===== src/rtl/blram_arbiter.sv =====
// Two-port arbiter in front of a single-port block RAM with a registered read path.
// Optional build macro BLRAM_ARB_FIXED_PRIO_EN: port 0 wins every conflict (no round-robin pointer).

module blram_arbiter #(
    parameter int SIZE = 13
) (
    input  logic            clk,
    input  logic            rst,
    input  logic            i_req0,
    input  logic            i_req1,
    input  logic            i_we0,
    input  logic            i_we1,
    input  logic [SIZE-1:0] i_addr0,
    input  logic [SIZE-1:0] i_addr1,
    input  logic [15:0]     i_wdata0,
    input  logic [15:0]     i_wdata1,
    output logic            o_gnt0,
    output logic            o_gnt1,
    output logic            o_rvalid0,
    output logic            o_rvalid1,
    output logic [15:0]     o_rdata,
    output logic            o_ram_we,
    output logic [SIZE-1:0] o_ram_addr,
    output logic [15:0]     o_ram_wdata,
    input  logic [15:0]     i_ram_rdata
);

    logic            gnt0_s;
    logic            gnt1_s;
    logic            acc_s;
    logic            rd_acc_s;
    logic            cmd_we_s;
    logic [SIZE-1:0] cmd_addr_s;
    logic [15:0]     cmd_wdata_s;

    logic            ram_we_r;
    logic [SIZE-1:0] ram_addr_r;
    logic [15:0]     ram_wdata_r;

    // Owner pipeline: stage 1 matches the RAM command register, stage 2 the RAM read register.
    logic            st1_vld_r;
    logic            st1_id_r;
    logic            st2_vld_r;
    logic            st2_id_r;
    logic            rvalid0_r;
    logic            rvalid1_r;

`ifndef BLRAM_ARB_FIXED_PRIO_EN
    logic            rr_r;
`endif

    // Grant selection: lone requester always wins, conflicts resolved by priority scheme.
    always_comb begin
        gnt0_s = 1'b0;
        gnt1_s = 1'b0;
        if (!rst) begin
            gnt0_s = 1'b0;
            gnt1_s = 1'b0;
        end else if (i_req0 && i_req1) begin
`ifdef BLRAM_ARB_FIXED_PRIO_EN
            gnt0_s = 1'b1;
`else
            if (rr_r == 1'b0) begin
                gnt0_s = 1'b1;
            end else begin
                gnt1_s = 1'b1;
            end
`endif
        end else if (i_req0) begin
            gnt0_s = 1'b1;
        end else if (i_req1) begin
            gnt1_s = 1'b1;
        end else begin
            gnt0_s = 1'b0;
            gnt1_s = 1'b0;
        end
    end

    // Command mux for the granted port.
    always_comb begin
        cmd_we_s    = i_we0;
        cmd_addr_s  = i_addr0;
        cmd_wdata_s = i_wdata0;
        if (gnt1_s) begin
            cmd_we_s    = i_we1;
            cmd_addr_s  = i_addr1;
            cmd_wdata_s = i_wdata1;
        end else begin
            cmd_we_s    = i_we0;
            cmd_addr_s  = i_addr0;
            cmd_wdata_s = i_wdata0;
        end
    end

    assign acc_s    = gnt0_s | gnt1_s;
    assign rd_acc_s = acc_s & ~cmd_we_s;

`ifndef BLRAM_ARB_FIXED_PRIO_EN
    // Round-robin pointer: after any grant, favour the other port.
    always_ff @(posedge clk or negedge rst) begin
        if (!rst) begin
            rr_r <= 1'b0;
        end else if (gnt0_s) begin
            rr_r <= 1'b1;
        end else if (gnt1_s) begin
            rr_r <= 1'b0;
        end else begin
            rr_r <= rr_r;
        end
    end
`endif

    // RAM command register; address and data hold when idle so the RAM sees a stable bus.
    always_ff @(posedge clk or negedge rst) begin
        if (!rst) begin
            ram_we_r    <= 1'b0;
            ram_addr_r  <= {SIZE{1'b0}};
            ram_wdata_r <= 16'h0000;
        end else if (acc_s) begin
            ram_we_r    <= cmd_we_s;
            ram_addr_r  <= cmd_addr_s;
            ram_wdata_r <= cmd_wdata_s;
        end else begin
            ram_we_r    <= 1'b0;
            ram_addr_r  <= ram_addr_r;
            ram_wdata_r <= ram_wdata_r;
        end
    end

    // Read ownership tracking; writes never enter, so only reads produce an rvalid.
    always_ff @(posedge clk or negedge rst) begin
        if (!rst) begin
            st1_vld_r <= 1'b0;
            st1_id_r  <= 1'b0;
            st2_vld_r <= 1'b0;
            st2_id_r  <= 1'b0;
            rvalid0_r <= 1'b0;
            rvalid1_r <= 1'b0;
        end else begin
            st1_vld_r <= rd_acc_s;
            st1_id_r  <= gnt1_s;
            st2_vld_r <= st1_vld_r;
            st2_id_r  <= st1_id_r;
            rvalid0_r <= st2_vld_r & ~st2_id_r;
            rvalid1_r <= st2_vld_r & st2_id_r;
        end
    end

    assign o_gnt0      = gnt0_s;
    assign o_gnt1      = gnt1_s;
    assign o_rvalid0   = rvalid0_r;
    assign o_rvalid1   = rvalid1_r;
    assign o_rdata     = i_ram_rdata;
    assign o_ram_we    = ram_we_r;
    assign o_ram_addr  = ram_addr_r;
    assign o_ram_wdata = ram_wdata_r;

endmodule


===== config.mk =====
export PLATFORM = sky130hd
export DESIGN_NAME = blram_arbiter
export DESIGN_NICKNAME = d
export VERILOG_FILES = /design/src/rtl/blram_arbiter.sv
export SDC_FILE = /design/constraint.sdc
export NUM_CORES = 1
export LEC_CHECK = 0
export CAP_MARGIN = 20
export CORE_ASPECT_RATIO = 1.25
export CORE_MARGIN = 2
export CORE_UTILIZATION = 37
export CTS_BUF_LIST = sky130_fd_sc_hd__clkbuf_2
export CTS_CLUSTER_DIAMETER = 200
export DETAILED_ROUTE_END_ITERATION = 8
export GPL_TIMING_DRIVEN = 0
export MAX_ROUTING_LAYER = met4
export PLACE_DENSITY = 0.83
export SLEW_MARGIN = 20
export SYNTH_ARGS = -nofsm -noshare
export SYNTH_HDL_FRONTEND = slang
export SYNTH_SLANG_ARGS = --single-unit

===== constraint.sdc =====
create_clock -name clk -period 1.4 [get_ports clk]
set_input_delay 0.28 -clock clk [delete_from_list [all_inputs] [get_ports clk]]
set_output_delay 0.28 -clock clk [all_outputs]
set_load 0.02 [all_outputs]

======== After elaboration in Yosys (flattened, before gate mapping) ========
Index checks and enable logic that the tools add are counted.
storage, ports and cells
  register bits ........................... 37
  word-level logic and storage cells ...... 33
  input port bits ......................... 80
  output and inout port bits .............. 50
cells by class
  reduce and logical (&&, ||, !) cells .... 2
  multiplexer cells ....................... 15
  bitwise logic cells ..................... 6
operators by type and width
  kind                number
  two-way mux 16 bit  1
  two-way mux 1 bit   13
  two-way mux 13 bit  1
  AND 1 bit           3
  NOT 1 bit           2
  nonzero test 2 bit  1
  logical AND 1 bit   1
  bitwise OR 1 bit    1

======== Longest topological paths before layout ========
Gate-level depths: netlist of the first run.
  word-level depth ........................ 7
  depth in mapped cells ................... 4
  gate-level depth less buffers ........... 3

======== Least setup slack after synthesis of the first run ========
OpenSTA, ideal clock, no wires.
  kind .................................... register to output
  from .................................... register rr_r
  to ...................................... output port o_gnt1
  cell stages (with the launch flop) ...... 4
  path buffers ............................ 1
  data arrival time ....................... 0.929 ns
  slack ................................... 0.191 ns
  data required time ...................... 1.120 ns
  path through ............................ dfrtp_1 -> nor2b_4 -> clkbuf_1 -> nor2_1
on the way
  word-level cells in the longest chain between the ends .. 3
ends and longest elaborated chain
  element                 RTL line  RTL
  from (decl)             49        logic rr_r;
  from (signal assigned)  108       rr_r <= rr_r;
  two-way mux 1 bit       63        if (rr_r == 1'b0) begin
  two-way mux 1 bit       59        end else if (i_req0 && i_req1) begin
  two-way mux 1 bit       56        if (!rst) begin
  to (decl)               18        output logic o_gnt1,
Every way passes these cells.

======== Final worst setup path of the first run ========
  from .................................... input port i_req0
  to ...................................... output port o_gnt1
on the way
  word-level cells in the longest chain between the ends .. 3
  elaborated cells on any way between the ends .. 4
  those cells by class .................... mux (3); reduce/logical (1)
ends and longest elaborated chain
  element                                                 RTL line  RTL
  from (decl)                                             9         input logic i_req0,
  two-way mux 1 bit or logical AND 1 bit (tied branches)  69, 59
  two-way mux 1 bit (*)                                   59
  two-way mux 1 bit (*)                                   56
Every way passes the cells marked *; elsewhere a longest branch is shown, timed or not.

==> reports/qor.json, run 1 <==
{
  "run_status": {
    "result_of_the_run": "finished with violations",
    "violations": "negative setup slack"
  },
  "sta": {
    "worst_slack_ns": -0.159,
    "tns_ns": -3.32,
    "max-slew-margin-rel": 0.401,
    "maximum_frequency_from_static_timing_analysis_mhz": 641,
    "rsz_0062_raised_after_global_routing": "true",
    "period_minus_slack_ns": 1.56,
    "fin_crit_sh": 1.11,
    "slew_viol_final": 0,
    "finalSetupViolCount": 31,
    "clock_skew_ns": 0.0120,
    "tightest_slew_ns": 0.896,
    "hold_viol": 0
  },
  "routing": {
    "drt_first_iter_violations": 99,
    "wl_um": 6010,
    "vias": 2012,
    "routed_via_density": 5.09,
    "drt_drc_violations_left": 0,
    "postRouteAntennaNets": 0,
    "drt_pass1_iterations": 4,
    "wire_per_inst_um": 15.2
  },
  "run": {
    "drv_cap": 0
  },
  "place": {
    "place.gp.congestion": 0.751,
    "place_worst_setup_slack_ns": -0.934,
    "port_buffers": 113,
    "place.detailed.hpwl_um": 4300
  },
  "critical_path": {
    "cp.arrival_ns": 1.28,
    "path_buf_inv": 3,
    "critPathKind": "primary input to output pin",
    "r2r_cells": 6,
    "critical_path.startpoint_type": "primary input",
    "worst_path_dominant_cell_family": "buffers and inverters",
    "critPathRequiredTime_ns": 1.12,
    "worst-path-max-fanout": 5,
    "slowest_stage": "sky130_fd_sc_hd__clkdlybuf4s50_1",
    "startpoint_of_the_most_critical_register_to_register_path": "rr_r$_DFFE_PN0P_",
    "critical_path.max_stage_delay_ns": 0.53,
    "r2r-end": "o_ram_wdata[0]$_DFFE_PN0P_",
    "crit_path_end_kind": "output pin",
    "r2r_setup_slack_ns": -0.12,
    "worstPathCellList": "clkdlybuf4s50_1 -> nor2b_4 -> buf_8 -> nor2_4 -> buf_6"
  },
  "global_routing": {
    "vias_in_the_first_global_route": 1982,
    "globalRouteOverflowTotal": 0,
    "grt_use_total": 0.209,
    "grt_max_degree": 22,
    "global_route_wire_length_before_repair_um": 8910,
    "antenna_found_initial": 0
  },
  "power": {
    "pwr_density_cell_nw_per_um2": 969,
    "combinationalPowerShare": 0.333,
    "ir_worst_vdd_v": 0.000532,
    "switching_share": 0.308,
    "internal_power_mw": 2.20,
    "p_clk_frac": 0.268,
    "static-leakage-power_nw": 1.40,
    "seq_power_share": 0.399,
    "switching_power_mw": 0.977
  },
  "die": {
    "io-pin-count": 130,
    "floorplan.die_area_um2": 5800,
    "floorplan.die.width_um": 68.5,
    "std_cell_rows": 29,
    "core_area_um2": 5040,
    "floorplan.initialDensity": 0.382,
    "die_y_um": 84.7
  },
  "yosys": {
    "ranking_of_synthesized_cells_by_area": "sky130_fd_sc_hd__dfrtp_1, sky130_fd_sc_hd__or3b_1, sky130_fd_sc_hd__a31oi_1",
    "post-synth-top-area-cell": "sky130_fd_sc_hd__dfrtp_1",
    "postSynthAreaPerCell_um2": 9.58,
    "synthDominantCellAreaShare": 0.481,
    "ys_ff_latch": 37,
    "yosysWarningCount": 0,
    "post_synth_instance_area_um2": 1930,
    "share_of_the_yosys_chip_area_belonging_to_registers": 0.481,
    "synth_nets": 281,
    "postSynthCellCount": 201,
    "netlist-cell-type-count": 20
  },
  "clock_network": {
    "master_cell_of_the_clock_root_buffer": "sky130_fd_sc_hd__clkbuf_2",
    "worstSkewPairLatency_ns": 0.38,
    "clock_tree.htree_level_count": 2,
    "num_clock_sinks": 37,
    "cts.reportedPaths.clkPinSlew_ns": 0.19,
    "clock_tree_from_tritoncts": "built",
    "cts_bufs_inserted": 5,
    "cts_buffer_depth": 2
  },
  "worst_hold_path": {
    "worst_min_delay_path_category": "primary input to flop",
    "whs_endpoint": "o_ram_we$_DFF_PN0_",
    "hold_path.startpoint": "rst",
    "hold-path-cell-count": 3
  },
  "cells_and_area": {
    "multiInputGateArea_um2": 830,
    "ff_latch_area_um2": 926,
    "final.fill_count": 445,
    "nets": 412,
    "num_antenna_cells": 0,
    "drive_above_1_share": 0.273,
    "flow.area_growth_from_synthesis_pct": 70.4
  }
}
[cell type report]
cell class / count / share of cell area
flip-flops and latches: 37 / 0.282
clock buffers: 5 / 0.00763
clock inverters: 3 / 0.0198
plain buffers: 34 / 0.0786
repair buffers: 124 / 0.335
well taps: 62 / 0.0236
multi-input cells: 130 / 0.253
[sequential cells by signal (all words and copies together), names as in the netlist]
| register | cells |
|---|---|
| o_ram_wdata | 16 |
| o_ram_we | 1 |
| st1_vld_r | 1 |
| o_rvalid0 | 1 |
| o_rvalid1 | 1 |
| st2_vld_r | 1 |
| o_ram_addr | 13 |
| st2_id_r | 1 |
| rr_r | 1 |
| st1_id_r | 1 |
[worst max-delay path by stage]
stage | from | to | slack, ns | depth (start not counted)
floorplan | rr_r$_DFFE_PN0P_ | o_gnt1 | 0.19 | 3
global placement | rst | o_gnt1 | -2.32 | 5
detailed placement | i_req0 | o_gnt1 | -0.93 | 5
CTS | rr_r$_DFFE_PN0P_ | o_gnt1 | -0.21 | 4
global route | rr_r$_DFFE_PN0P_ | o_gnt1 | -0.23 | 4
finish | i_req0 | o_gnt1 | -0.16 | 5
[cells in the final DEF (no fill, tap or decap), drive strengths merged, types with 29 or more instances in the layout]
cell type       n
clkdlybuf4s50  77
o21ai          31
or3b           30
dfrtp          37
buf            49
nor2           30
clkbuf         34
a31oi          29
[Yosys cell counts]
| cell | number |
|---|---|
| sky130_fd_sc_hd__a21o_1 | 1 |
| sky130_fd_sc_hd__a21oi_1 | 2 |
| sky130_fd_sc_hd__a31oi_1 | 29 |
| sky130_fd_sc_hd__and2_1 | 1 |
| sky130_fd_sc_hd__and3_1 | 1 |
| sky130_fd_sc_hd__buf_1 | 1 |
| sky130_fd_sc_hd__buf_2 | 8 |
| sky130_fd_sc_hd__buf_4 | 16 |
| sky130_fd_sc_hd__buf_6 | 3 |
| sky130_fd_sc_hd__clkbuf_1 | 6 |
| sky130_fd_sc_hd__dfrtp_1 | 37 |
| sky130_fd_sc_hd__nand2_1 | 1 |
| sky130_fd_sc_hd__nand2_2 | 1 |
| sky130_fd_sc_hd__nor2_1 | 30 |
| sky130_fd_sc_hd__nor2b_1 | 1 |
| sky130_fd_sc_hd__nor2b_4 | 1 |
| sky130_fd_sc_hd__o21a_1 | 1 |
| sky130_fd_sc_hd__o21ai_0 | 30 |
| sky130_fd_sc_hd__o21ai_1 | 1 |
| sky130_fd_sc_hd__or3b_1 | 30 |
[through the flow]
step           hold WS, ns  cell area (um2)  power [mW]   util  cells
6_report             0.235             3280        3.18  0.650    395
5_1_grt              0.194             3280        3.33  0.650    395
4_1_cts             -0.260             3330        3.19  0.660    387
3_5_place_dp         0.278             3160        2.36  0.626    377
3_3_place_gp         0.332             3130        2.33  0.621    376
2_1_floorplan      -0.0156             1930        1.77      -    201
[cell families after synthesis]
group	after synthesis	share of synthesized area
and+or+nand+nor	66	0.217
AOI/OAI and AO/OA	64	0.188
DFF	37	0.481
buffers and inverters	34	0.114
[power groups by stage]
stage / Clock, mW / Sequential [mW] / Combinational, mW
floorplan: 0 / 1.44 / 0.332
global placement: 0 / 1.29 / 1.04
detailed placement: 0 / 1.29 / 1.07
CTS: 0.858 / 1.27 / 1.06
global route: 0.905 / 1.28 / 1.14
finish: 0.852 / 1.27 / 1.06
[routing by layer]
| metal | vias up | global-route usage | share of wire |
|---|---|---|---|
| met5 | - | - | 0 |
| met4 | 0 | 0.0673 | 0.019 |
| met3 | 12 | 0.0456 | 0.068 |
| met2 | 87 | 0.341 | 0.52 |
| met1 | 944 | 0.250 | 0.39 |
| li1 | 969 | - | - |
[worst reg2reg max path, delay by kind of cell (launching register included)]
family,cells,cell delay [ns]
compound gates,1,0.20
buf+inv,3,0.40
simple gates,2,0.42
flops,1,0.44
[repair_timing]
item | 4_1_cts | 5_1_grt
setup buffers | 2 | 4
cloned | 0 | 3
hold endpoints to repair | 16 | 28
gates resized for setup | 100 | 49
endpoints found under the setup margin | 38 | 62
pin swaps | 11 | 42
Note: power is estimated with default switching activity, not from simulation.
==> run 2, diff against run 1 <==
CORE_UTILIZATION = 33   (was 37)
PLACE_DENSITY = 0.78   (was 0.83)
clock period = 1.31 ns   (was 1.4 ns; I/O delays follow)
==> run 2 against run 1 <==
The flow still finishes with violations (negative setup slack). Clock skew down 0.0044 ns. Hold slack improved by 0.021 ns. Via count shrank 0.70%. Die area up 11%. Critical path type is now flop to output pin. Highest routed layer unchanged.
==> reports/qor.json, run 2 (synthesis gave the netlist of run 1 again) <==
{
  "cells_and_area": {
    "largest_reg_flops": 16,
    "ff_latch_area_um2": 926,
    "nets": 414,
    "layout.cells.non_filler": 401,
    "final.fill_count": 536,
    "drive_above_1_share": 0.263,
    "layout_commonest_cell": "sky130_fd_sc_hd__clkdlybuf4s50_1",
    "flow.area_growth_from_synthesis_pct": 70.4,
    "layout_common_cells": "sky130_fd_sc_hd__clkdlybuf4s50_1, sky130_fd_sc_hd__buf_2, sky130_fd_sc_hd__dfrtp_1, sky130_fd_sc_hd__or3b_1, sky130_fd_sc_hd__o21ai_0",
    "layout.core_utilization": 0.575,
    "multiInputGateArea_um2": 803,
    "num_antenna_cells": 0
  },
  "global_routing": {
    "grt_use_total": 0.189,
    "antenna_found_initial": 0,
    "grt_max_degree": 15,
    "vias_in_the_first_global_route": 1993,
    "globalRouteOverflowTotal": 0,
    "global_route_wire_length_before_repair_um": 9210
  },
  "die": {
    "core_area_um2": 5700,
    "die_y_um": 89.4,
    "floorplan.initialDensity": 0.338,
    "std_cell_rows": 31,
    "io-pin-count": 130,
    "floorplan.die_area_um2": 6470,
    "floorplan.die.width_um": 72.3
  },
  "routing": {
    "drt_pass1_iterations": 4,
    "vias": 1998,
    "routed_via_density": 4.98,
    "drt_first_iter_violations": 72,
    "drt_drc_violations_left": 0,
    "postRouteAntennaNets": 0,
    "wl_um": 5990,
    "wire_per_inst_um": 14.9
  },
  "critical_path": {
    "critPathRequiredTime_ns": 1.05,
    "startpoint_of_the_most_critical_register_to_register_path": "rr_r$_DFFE_PN0P_",
    "critical_path.startpoint_type": "flop",
    "crit_path_start": "rr_r$_DFFE_PN0P_",
    "critical_path.max_stage_delay_ns": 0.45,
    "critPathKind": "flop to output pin",
    "slowest_stage": "sky130_fd_sc_hd__dfrtp_1",
    "r2r_cells": 5,
    "r2r-end": "o_ram_wdata[5]$_DFFE_PN0P_",
    "crit_path_end_kind": "output pin",
    "r2r_setup_slack_ns": -0.08,
    "worst-path-max-fanout": 2,
    "cp.arrival_ns": 1.27,
    "worstPathCellList": "nor2b_4 -> buf_8 -> nor2_4 -> buf_6"
  },
  "sta": {
    "clock_skew_ns": 0.00765,
    "fin_worst_hold_slack_ns": 0.256,
    "fin_crit_sh": 1.17,
    "maximum_frequency_from_static_timing_analysis_mhz": 654,
    "rsz_0062_raised_after_global_routing": "true",
    "worst_slack_ns": -0.218,
    "tightest_slew_ns": 0.690,
    "max-slew-margin-rel": 0.538,
    "hold_viol": 0,
    "finalSetupViolCount": 28,
    "period_minus_slack_ns": 1.53,
    "slew_viol_final": 0
  },
  "place": {
    "place.detailed.hpwl_um": 4300,
    "port_buffers": 113,
    "place_worst_setup_slack_ns": -0.998,
    "place.gp.congestion": 0.763,
    "dp_cells": 381
  },
  "clock_network": {
    "cts_bufs_inserted": 5,
    "clock_tree.htree_level_count": 2,
    "num_clock_sinks": 37,
    "clock_tree_from_tritoncts": "built",
    "cts.reportedPaths.clkPinSlew_ns": 0.20,
    "master_cell_of_the_clock_root_buffer": "sky130_fd_sc_hd__clkbuf_2",
    "worstSkewPairLatency_ns": 0.38,
    "cts_buffer_depth": 2
  },
  "run_status": {
    "result_of_the_run": "finished with violations",
    "violations": "negative setup slack"
  },
  "power": {
    "ir_worst_vdd_v": 0.000376,
    "static-leakage-power_nw": 1.41,
    "post-layout-total-power_mw": 3.38,
    "pwr_density_cell_nw_per_um2": 1030
  },
  "worst_hold_path": {
    "hold_path.startpoint": "rst",
    "worst_min_delay_path_category": "primary input to flop",
    "hold-path-cell-count": 4,
    "whs_endpoint": "o_ram_we$_DFF_PN0_"
  },
  "run": {
    "drv_cap": 0
  }
}
run 2: changes by cell type in the layout (fill, tap and decap cells not counted), sizes merged:
cell           delta
buf              +26
clkbuf           -25
bufbuf            +1
clkdlybuf4s15     -1
clkdlybuf4s50     -1
dlygate4sd2       +1
dlygate4sd3       +1
run 2: timing repair:
item / 4_1_cts / 5_1_grt
cloned: 1 / 1
endpoints found under the setup margin: 63 / 32
hold buffers: 2 / 0
gates resized for setup: 160 / 8
pin swaps: 10 / 29
buffers inserted: 8 / 1
hold endpoints to repair: 37 / 0
run 2: layer usage:
layer / track usage / vias up / share of wire
met5: - / - / 0
met2: 0.335 / 80 / 0.54
li1: - / 967 / -
met4: 0.0755 / 0 / 0.027
met3: 0.0440 / 16 / 0.069
met1: 0.203 / 935 / 0.36
run 2: power breakdown:
part | switching [mW] | leakage [nW] | internal (mW)
clock network | 0.400 | 0.0529 | 0.511
logic | 0.559 | 0.927 | 0.563
registers | 0.0654 | 0.429 | 1.28
total | 1.02 | 1.41 | 2.36
run 2: cell type report:
type                       count  share of cell area
timing repair buffer         126               0.341
sequential                    37               0.282
multi-input combinational    130               0.245
buffer                        34              0.0789
tap                           66              0.0252
clock inverter                 3              0.0198
clock buffer                   5             0.00763
run 2: critical path: cells and delay by family (launching register included):
| family | cells | cell delay [ns] |
|---|---|---|
| and+or+nand+nor | 2 | 0.19 |
| DFF | 1 | 0.45 |
| buffers and inverters | 2 | 0.24 |
run 2: how the worst max path moves through the flow:
stage                         to  slack [ns]  cells after the start
after floorplan           o_gnt1        0.12                      3
after global placement    o_gnt1       -2.41                      5
after detailed placement  o_gnt1        -1.0                      5
after CTS                 o_gnt1       -0.23                      4
after global routing      o_gnt0       -0.30                      3
final                     o_gnt1       -0.22                      4
run 2: through the flow:
| step | area [um2] | TNS [ns] |
|---|---|---|
| floorplan | 1930 | 0 |
| global placement | 3140 | -103.42 |
| detailed placement | 3150 | -16.55 |
| CTS | 3260 | -2.16 |
| global route | 3280 | -3.36 |
| finish | 3280 | -1.54 |
